## config.mk

```make
export PLATFORM = sky130hd
export DESIGN_NAME = alu_word_seq
export DESIGN_NICKNAME = d
export VERILOG_FILES = /design/src/rtl/alu_pkg.sv /design/src/rtl/alu_word_seq_alu_1.sv /design/src/rtl/alu_word_seq.sv
export SDC_FILE = /design/constraint.sdc
export NUM_CORES = 1
export LEC_CHECK = 0
export CORE_MARGIN = 5
export CORE_UTILIZATION = 51
export DETAILED_ROUTE_END_ITERATION = 6
export PLACE_DENSITY = 0.79
export SYNTH_ARGS = -nofsm -noshare
export SYNTH_HDL_FRONTEND = slang
export SYNTH_SLANG_ARGS = --single-unit
```

## constraint.sdc

```tcl
create_clock -name clk -period 2.6 [get_ports clk]
set_clock_uncertainty 0.05 [all_clocks]
set_input_delay 0.52 -clock clk [delete_from_list [all_inputs] [get_ports clk]]
set_output_delay 0.52 -clock clk [all_outputs]
set_load 0.05 [all_outputs]
```

## src/rtl/alu_pkg.sv

```systemverilog
// Shared definitions for the bit-serial ALU word sequencer and its 1-bit cell.
//   - Opcode encodings (cell CTRL and word-level op share one encoding)
//   - OP_MAX_SUPPORTED: highest opcode with a word-level meaning
//   - Sequencer FSM state type
package alu_pkg;

  localparam logic [3:0] OP_AND  = 4'b0000;
  localparam logic [3:0] OP_OR   = 4'b0001;
  localparam logic [3:0] OP_NOTA = 4'b0010;
  localparam logic [3:0] OP_NAND = 4'b0011;
  localparam logic [3:0] OP_NOR  = 4'b0100;
  localparam logic [3:0] OP_XOR  = 4'b0101;
  localparam logic [3:0] OP_XNOR = 4'b0110;
  localparam logic [3:0] OP_ADD  = 4'b0111;
  localparam logic [3:0] OP_SUB  = 4'b1000;
  localparam logic [3:0] OP_MUL  = 4'b1001;

  localparam logic [3:0] OP_MAX_SUPPORTED = 4'b1000;

  typedef enum logic [1:0] {
    IDLE = 2'd0,
    RUN  = 2'd1,
    DONE = 2'd2
  } seq_state_e;

endpackage

```

## src/rtl/alu_word_seq_alu_1.sv

```systemverilog
// alu_1: combinational 1-bit ALU cell.
// Ports:
//   a, b  : operand bits
//   ctrl  : 4-bit opcode (alu_pkg encoding)
//   y     : y[0] = result bit (half result for add/sub),
//           y[1] = carry generate (add) / borrow generate (sub), else 0
// Carry/borrow propagation across bits is done by the caller.
module alu_1
  import alu_pkg::*;
(
  input  logic       a,
  input  logic       b,
  input  logic [3:0] ctrl,
  output logic [1:0] y
);

  always_comb begin
    y = '0;
    case (ctrl)
      OP_AND:  y[0] = a & b;
      OP_OR:   y[0] = a | b;
      OP_NOTA: y[0] = ~a;
      OP_NAND: y[0] = ~(a & b);
      OP_NOR:  y[0] = ~(a | b);
      OP_XOR:  y[0] = a ^ b;
      OP_XNOR: y[0] = ~(a ^ b);
      OP_ADD: begin
        y[0] = a ^ b;
        y[1] = a & b;
      end
      OP_SUB: begin
        y[0] = a ^ b;
        y[1] = ~a & b;
      end
      OP_MUL:  y[0] = a & b;
      default: y = '0;
    endcase
  end

endmodule

```

## src/rtl/alu_word_seq.sv

```systemverilog
// alu_word_seq: bit-serial word sequencer in front of the 1-bit ALU cell.
// Accepts {in_a, in_b, in_op} on a valid/ready handshake, streams operand
// bits LSB-first through alu_1 (one bit per clock), and presents the
// assembled word plus flags on an output valid/ready handshake.
// Ports:
//   clk, rst_n            : clock, synchronous active-low reset
//   in_valid/in_ready     : request handshake; in_a, in_b, in_op payload
//   out_valid/out_ready   : result handshake
//   out_y                 : result word
//   out_c                 : carry (add) / borrow (sub), else 0
//   out_z                 : out_y is zero
//   out_err               : unsupported opcode
//   out_ovf               : signed overflow for add/sub
// Optional feature: define ALU_WORD_SEQ_OVF_EN to compute out_ovf; when
// undefined the port is tied to 0 and no overflow register is built.
module alu_word_seq
  import alu_pkg::*;
#(
  parameter int unsigned WIDTH = 8
) (
  input  logic             clk,
  input  logic             rst_n,
  input  logic             in_valid,
  output logic             in_ready,
  input  logic [WIDTH-1:0] in_a,
  input  logic [WIDTH-1:0] in_b,
  input  logic [3:0]       in_op,
  output logic             out_valid,
  input  logic             out_ready,
  output logic [WIDTH-1:0] out_y,
  output logic             out_c,
  output logic             out_z,
  output logic             out_err,
  output logic             out_ovf
);

  localparam int unsigned CW = $clog2(WIDTH);
  localparam logic [CW-1:0] LAST_IDX = CW'(WIDTH - 1);

  seq_state_e       state_q, state_d;
  logic [WIDTH-1:0] a_q, a_d;
  logic [WIDTH-1:0] b_q, b_d;
  logic [3:0]       op_q, op_d;
  logic [CW-1:0]    cnt_q, cnt_d;
  logic             c_q, c_d;
  logic [WIDTH-1:0] res_q, res_d;
  logic             in_ready_q, in_ready_d;
  logic             out_valid_q, out_valid_d;
  logic             cflag_q, cflag_d;
  logic             z_q, z_d;
  logic             err_q, err_d;
`ifdef ALU_WORD_SEQ_OVF_EN
  logic             ovf_q, ovf_d;
`endif

  logic [1:0] cell_y;
  logic       res_bit;
  logic       c_nx;
  logic       supported;
  logic       arith;

  alu_1 u_cell (
    .a    (a_q[0]),
    .b    (b_q[0]),
    .ctrl (op_q),
    .y    (cell_y)
  );

  // Per-bit result and carry/borrow ripple around the half-result cell.
  always_comb begin
    supported = (op_q <= OP_MAX_SUPPORTED);
    arith     = (op_q == OP_ADD) || (op_q == OP_SUB);
    res_bit   = 1'b0;
    c_nx      = c_q;
    case (op_q)
      OP_ADD: begin
        res_bit = cell_y[0] ^ c_q;
        c_nx    = cell_y[1] | (cell_y[0] & c_q);
      end
      OP_SUB: begin
        res_bit = cell_y[0] ^ c_q;
        c_nx    = cell_y[1] | (~cell_y[0] & c_q);
      end
      default: begin
        res_bit = supported ? cell_y[0] : 1'b0;
        c_nx    = c_q;
      end
    endcase
  end

  always_comb begin
    state_d  = state_q;
    a_d      = a_q;
    b_d      = b_q;
    op_d     = op_q;
    cnt_d    = cnt_q;
    c_d      = c_q;
    res_d    = res_q;
    cflag_d  = cflag_q;
    z_d      = z_q;
    err_d    = err_q;
`ifdef ALU_WORD_SEQ_OVF_EN
    ovf_d    = ovf_q;
`endif
    case (state_q)
      IDLE: begin
        if (in_valid && in_ready_q) begin
          a_d     = in_a;
          b_d     = in_b;
          op_d    = in_op;
          cnt_d   = '0;
          c_d     = 1'b0;
          res_d   = '0;
          cflag_d = 1'b0;
          z_d     = 1'b0;
          err_d   = 1'b0;
`ifdef ALU_WORD_SEQ_OVF_EN
          ovf_d   = 1'b0;
`endif
          state_d = RUN;
        end
      end
      RUN: begin
        a_d   = a_q >> 1;
        b_d   = b_q >> 1;
        c_d   = c_nx;
        res_d = {res_bit, res_q[WIDTH-1:1]};
        cnt_d = cnt_q + CW'(1);
        if (cnt_q == LAST_IDX) begin
          state_d = DONE;
          z_d     = ~|res_d;
          cflag_d = arith ? c_nx : 1'b0;
          err_d   = ~supported;
`ifdef ALU_WORD_SEQ_OVF_EN
          // c_q here is the carry/borrow into the MSB, c_nx the one out of it.
          ovf_d   = arith ? (c_q ^ c_nx) : 1'b0;
`endif
        end
      end
      DONE: begin
        if (out_ready) state_d = IDLE;
      end
      default: state_d = IDLE;
    endcase
    in_ready_d  = (state_d == IDLE);
    out_valid_d = (state_d == DONE);
  end

  always_ff @(posedge clk) begin
    if (!rst_n) begin
      state_q     <= IDLE;
      a_q         <= '0;
      b_q         <= '0;
      op_q        <= '0;
      cnt_q       <= '0;
      c_q         <= 1'b0;
      res_q       <= '0;
      in_ready_q  <= 1'b1;
      out_valid_q <= 1'b0;
      cflag_q     <= 1'b0;
      z_q         <= 1'b0;
      err_q       <= 1'b0;
`ifdef ALU_WORD_SEQ_OVF_EN
      ovf_q       <= 1'b0;
`endif
    end else begin
      state_q     <= state_d;
      a_q         <= a_d;
      b_q         <= b_d;
      op_q        <= op_d;
      cnt_q       <= cnt_d;
      c_q         <= c_d;
      res_q       <= res_d;
      in_ready_q  <= in_ready_d;
      out_valid_q <= out_valid_d;
      cflag_q     <= cflag_d;
      z_q         <= z_d;
      err_q       <= err_d;
`ifdef ALU_WORD_SEQ_OVF_EN
      ovf_q       <= ovf_d;
`endif
    end
  end

  assign in_ready  = in_ready_q;
  assign out_valid = out_valid_q;
  assign out_y     = res_q;
  assign out_c     = cflag_q;
  assign out_z     = z_q;
  assign out_err   = err_q;
`ifdef ALU_WORD_SEQ_OVF_EN
  assign out_ovf   = ovf_q;
`else
  assign out_ovf   = 1'b0;
`endif

endmodule
```

==> results of run 1 <==
## state kept, by name, indices dropped and copies added, names as in the netlist
register,cells
c_q,1
out_z,1
out_c,1
cnt_q,3
out_valid,1
out_y,8
b_q,8
op_q,4
state_q,2
a_q,8
out_err,1
in_ready,1
## worst paths after layout
kind            start  endpoint  slack (ns)
max            b_q[0]  out_y[7]        0.45
min          out_y[0]  out_y[0]        0.43
max reg2reg    b_q[0]  out_y[7]        0.45
min reg2reg  out_y[0]  out_y[0]        0.43
## cell usage in the layout (no fill, tap or decap), drive strengths merged, types with 5 or more instances in the layout
master and n:
nand2 18, a211oi 17, ha 5, clkbuf 6, o21ai 8, a21oi 20, clkdlybuf4s50 36, buf 5
mux2i 17, nor2 31, nand3 15, dfxtp 39
## cells by family (layout without fill, tap and decap cells)
group	count (synthesis)	in the layout	synth area share (%)
AOI/OAI and AO/OA	59	59	20.6
adders and majority gates	5	5	3.25
buffers and inverters	21	53	5.46
DFF	39	39	40.5
muxes	17	17	8.84
other	1	1	0.195
and+or+nand+nor	83	83	21.1
## Yosys cell counts, drive strengths merged (2+ instances only)
master,n,area share (%)
nand3b,3,1.2
ha,5,3.2
nand2,18,3.5
clkbuf,9,1.8
a21oi,20,5.4
inv,3,0.58
mux2i,17,8.8
nand3,15,3.9
nor2b,2,0.65
o31ai,2,1.0
buf,8,2.9
a22oi,2,0.78
a31oi,2,0.97
dfxtp,39,41
a211oi,17,6.6
nor3,2,0.52
nor2,31,6.0
nand2b,2,0.65
o21ai,8,2.1
## power by group through the flow
| stage | sequential, mW | combinational (mW) | clock (mW) |
|---|---|---|---|
| 3_3_place_gp | 0.683 | 0.249 | 0 |
| 5_1_grt | 0.677 | 0.280 | 0.470 |
| 6_report | 0.671 | 0.255 | 0.430 |
| 2_1_floorplan | 0.679 | 0.180 | 0 |
| 4_1_cts | 0.671 | 0.255 | 0.442 |
| 3_5_place_dp | 0.685 | 0.255 | 0 |
## worst max-delay path, cell delays in order (launching register included)
cell and delay (ns):
dfxtp_1 0.39, inv_1 0.06, ha_1 0.34, or4bb_1 0.49, o311a_1 0.15, a21oi_1 0.33
nor3_1 0.11, o31ai_2 0.17
## area by class of cell
cell class,instances,area (um^2)
inverter,4,15.0
sequential,39,781
timing repair buffer,41,410
clock buffer,6,82.6
clock inverter,2,16.3
multi-input combinational,165,1040
tap,48,60.1
fill,303,1260
## layer usage
layer / vias to the layer above / global-route usage [%] / part of all wire (%)
met4: 0 / 5.01 / 0.85
met2: 27 / 27.3 / 50
met5: - / 0 / 0
li1: 875 / - / -
met3: 4 / 4.77 / 4.3
met1: 791 / 22.5 / 45
==> results by group, run 1 <==
Outcome
  • Run status: complete, no violations

Yosys
  • Post-synthesis average cell area: 8.56 um^2
  • Post-synthesis cell type count: 47
  • Yosys reg bits: 39
  • Syn_nets: 254
  • Number of synthesized flops with an enable pin: 0
  • Sequential area share after synthesis: just over 40%
  • Synth Flop Type: dfxtp_1
  • Syn Inst Count: approximately 230
  • Area of the mapped netlist: 0.00193 mm^2
  • Post-synth ARST share: 0%
  • YS warnings: 0

Die
  • Die area: 0.00510 mm^2
  • # IOs: 38
  • Die W: 71.4 um
  • Row count: 22
  • Placeable core region: ~0.0037 mm^2
  • Initial Util: 52.6%
  • Die Span Y: 71.4 um

Timing
  • Max Slew Vio Count: 0
  • Setup TNS: 0 ns
  • Setup WS post-layout: 0.447 ns
  • Final setup fails: 0
  • Worst hold slack: 0.430 ns
  • Slew margin rel.: 64.6%
  • RSZ-0062 raised after global routing: false
  • Fin crit share: 82.8%
  • Fmax: 0.465 GHz
  • Min cycle time layout: 2.15 ns
  • Worst Tran Pin Value: approximately 0.53 ns
  • Final Hold Viols: 0

Clock tree
  • CTS HTree Levels: 2
  • Post-cts sizing count: 0
  • Clock tree buffer depth: 2
  • Clk slew on worst S/H paths: 0.08 ns
  • CTS sink count: 39
  • CTS buffer count: 5
  • Hold buffers post-CTS: 0
  • CTS root buf: clkbuf_8
  • Worst-Skew Late Latency: ~0.29 ns
  • TritonCTS clock tree: yes
  • Post-CTS setup buffer count: 0

Global routing
  • Largest net degree at the start of global routing: 42
  • First-pass GRT wire length: 7.04 mm
  • Antenna violations before repair: 0
  • Vias in the first global route: 1521
  • All-layer global routing usage: roughly 17%
  • Total gr overflow: 0

Drt
  • DR WL/cell: 13.8 um
  • Routed vias/inst: 5.56
  • DRC: 0
  • TritonRoute pass-1 iters: 4
  • DRT iter0 DRCs: 72
  • Final wirelength: 4.22 mm
  • ANT nets after route: 0
  • Routed vias: about 1700

Power
  • Switch Pwr: ~390 uW
  • Flop pwr share: 49.5%
  • Total power: 1.36 mW
  • Peak supply drop: 0.000339 V
  • Comb pwr share: 18.8%
  • Clk network pwr share: a little under a third
  • LEAKAGE: 0.917 nW
  • Cell Pwr Density: 564 mW/mm^2
  • Cell internal pwr: 969 uW
  • Switch share: about 29%

Cells and area
  • Area Growth Syn to Fin: 24.9%
  • # diodes: 0
  • Final Util: 65.7%
  • Final Cell Area: between 0.002 and 0.0025 mm^2
  • Fraction of layout cells with a size suffix above 1: 7.39%
  • Final std cells w/o fill: between 300 and 400
  • # nets final: 285

Hold path
  • WHS Path Cells: 2
  • Hold Path Class: flip-flop to flip-flop

Placement
  • RePlAce Congestion: 0.765
  • Port Buffers: 36
  • Worst slack, placed: 0.454 ns
  • Hpwl dp: 3.04 mm
  • Area post-placement: approximately 0.0023 mm^2
  • Placed cell count: about 300

Run
  • Max-Cap Viols: 0

Critical path
  • Worst endpoint required time: 2.76 ns
  • Setup crit end kind: flip-flop
  • Max FO, Critical Path: 4
  • CP Class: flip-flop to flip-flop
  • WP data arrival: between 2 and 2.5 ns
  • Crit start category: flip-flop
  • R2R depth: 7
Power figures use the tool's default switching activity.
==> run 2: changes to the inputs <==
==> constraint.sdc (replaced) <==
create_clock -name clk -period 2.09 [get_ports clk]
set_clock_uncertainty 0.05 [all_clocks]
set_input_delay 0.418 -clock clk [delete_from_list [all_inputs] [get_ports clk]]
set_output_delay 0.418 -clock clk [all_outputs]
set_load 0.05 [all_outputs]
==> run 2 against run 1 <==
  * Flip-flop and latch count unchanged
  * Critical path depth down 6
  * Design area rose by 2.2%
  * Combinational power up 34%
  * Wire length is 2.5% higher
  * Total power rose by 27%
  * Global-route usage up 0.35 points
  * Sequential power is 24% higher
  * Die area is the same
  * Utilization increased by 1.4 points
  * Clock power is 28% higher
  * Highest routed layer unchanged
==> results by group, run 2 (same netlist as run 1, synthesis figures left out) <==
Clock tree
  • CTS sink count: 39
  • Post-CTS setup buffer count: 0
  • CTS HTree Levels: 2
  • Hold buffers post-CTS: 0
  • Clock tree buffer depth: 2
  • CTS buffer count: 5
  • TritonCTS clock tree: yes
  • Worst-Skew Late Latency: 0.29 ns
  • CTS root buf: clkbuf_8
  • Clk slew on worst S/H paths: 0.07 ns

Cells and area
  • Most common cell after layout, fill and taps aside: dfxtp_1
  • Area Growth Syn to Fin: 27.6%
  • # diodes: 0
  • Final Cell Area: 0.00246 mm^2
  • # nets final: 293
  • Fraction of layout cells with a size suffix above 1: 10.2%
  • Most frequent cells in the layout: dfxtp_1, clkdlybuf4s50_1, nor2_1, nand2_1, a21oi_1

Placement
  • RePlAce Congestion: 0.840
  • Port Buffers: 36
  • Hpwl dp: about 3.1 mm
  • Area post-placement: 0.00235 mm^2

Drt
  • DRT iter0 DRCs: 177
  • Final wirelength: roughly 4.3 mm
  • Routed vias/inst: roughly 5.6
  • DR WL/cell: 13.8 um
  • DRC: 0
  • Routed vias: 1756
  • TritonRoute pass-1 iters: 4
  • ANT nets after route: 0

Timing
  • Setup TNS: 0 ns
  • Final setup fails: 0
  • Final Hold Viols: 0
  • Min cycle time layout: between 1.5 and 2 ns
  • Fmax: 0.504 GHz
  • Worst Tran Pin Value: 0.504 ns
  • Slew margin rel.: 66.3%
  • RSZ-0062 raised after global routing: false
  • Fin crit share: a little over nine tenths
  • Max Slew Vio Count: 0

Die
  • Die Span Y: 71.4 um
  • Row count: 22
  • Initial Util: 52.6%
  • # IOs: 38
  • Placeable core region: 0.00366 mm^2
  • Die W: roughly 71 um
  • Die area: 0.00510 mm^2

Critical path
  • R2R depth: 7
  • R2R Path End: out_y[7]
  • Max FO, Critical Path: 4
  • Worst endpoint required time: 1.62 ns
  • Setup crit end kind: output port
  • Worst path cell trace: clkdlybuf4s50_1
  • Delay-heaviest family, CP: buffers and inverters
  • WP data arrival: 1.52 ns
  • FF-to-FF setup slack: 0.11 ns
  • Crit start category: flip-flop
  • Slowest-stage cell, CP: clkdlybuf4s50_1
  • CP Class: flip-flop to output port
  • Buffers plus inverters on the worst setup path: 1
  • Slowest stage delay, CP: 0.83 ns
  • Worst r2r src: a_q[0]

Power
  • Peak supply drop: 0.000528 V
  • Cell Pwr Density: 701 mW/mm^2
  • LEAKAGE: 0.956 nW

Outcome
  • Run status: complete, no violations

Global routing
  • Total gr overflow: 0
  • All-layer global routing usage: ~17%
  • First-pass GRT wire length: 7.21 mm
  • Antenna violations before repair: 0
  • Largest net degree at the start of global routing: 24
  • Vias in the first global route: 1577

Hold path
  • Hold Startpoint: out_y[0]
  • Hold Path Class: flip-flop to flip-flop
  • WHS Path Cells: 2
  • Min-Delay Endpoint: out_y[0]

Run
  • Max-Cap Viols: 0
[run 2: changes by cell type in the layout (fill, tap and decap cells not counted), sizes merged]
cell and delta:
buf +8, clkbuf +2, clkinv -1, clkinvlp -1
[run 2: where the power goes]
group          switching (mW)  total [mW]  internal, mW
clock network           0.248       0.549         0.301
registers              0.0423       0.833         0.791
logic                   0.179       0.341         0.162
total                   0.470        1.72          1.25
[run 2: cell type report]
class	instances	area [um^2]
Timing Repair Buffer	49	458
Fill cell	321	1200
Tap cell	48	60.1
Multi-Input combinational cell	165	1040
Clock buffer	8	100
Inverter	4	15.0
Sequential cell	39	781
[run 2: through the flow]
| step | cells | setup slack [ns] | util (%) | hold slack [ns] | total power [mW] |
|---|---|---|---|---|---|
| 3_5_place_dp | 305 | 0.0385 | 64.3 | 0.410 | 1.19 |
| 3_3_place_gp | 305 | 0.140 | 64.3 | 0.406 | 1.18 |
| 4_1_cts | 313 | 0.0323 | 67.0 | 0.420 | 1.73 |
| 2_1_floorplan | 225 | 0.169 | - | 0.402 | 1.07 |
| 6_report | 313 | 0.106 | 67.1 | 0.418 | 1.72 |
| 5_1_grt | 313 | 0.0107 | 67.1 | 0.439 | 1.81 |
[run 2: worst max path at each step]
stage | start | endpoint | cells after the start
detailed placement | a_q[0] | out_y[7] | 7
global placement | b_q[0] | out_y[7] | 7
CTS | a_q[0] | out_z | 7
global route | a_q[0] | out_z | 7
finish | out_y[7] | out_y[7] | 1
floorplan | b_q[0] | out_y[7] | 7
[run 2: metal layers]
layer / global-route usage [%] / part of all wire, % / routed length [um]
met5: 0 / 0 / 0
met4: 5.43 / 1.1 / 47
met3: 4.91 / 4.2 / 180
met2: 28.2 / 50 / 2160
met1: 22.6 / 45 / 1940
[run 2: timing repair]
action | in CTS | in global routing
gates resized for setup | 0 | 1
setup endpoints to repair | 0 | 2
hold endpoints to repair | 0 | 0
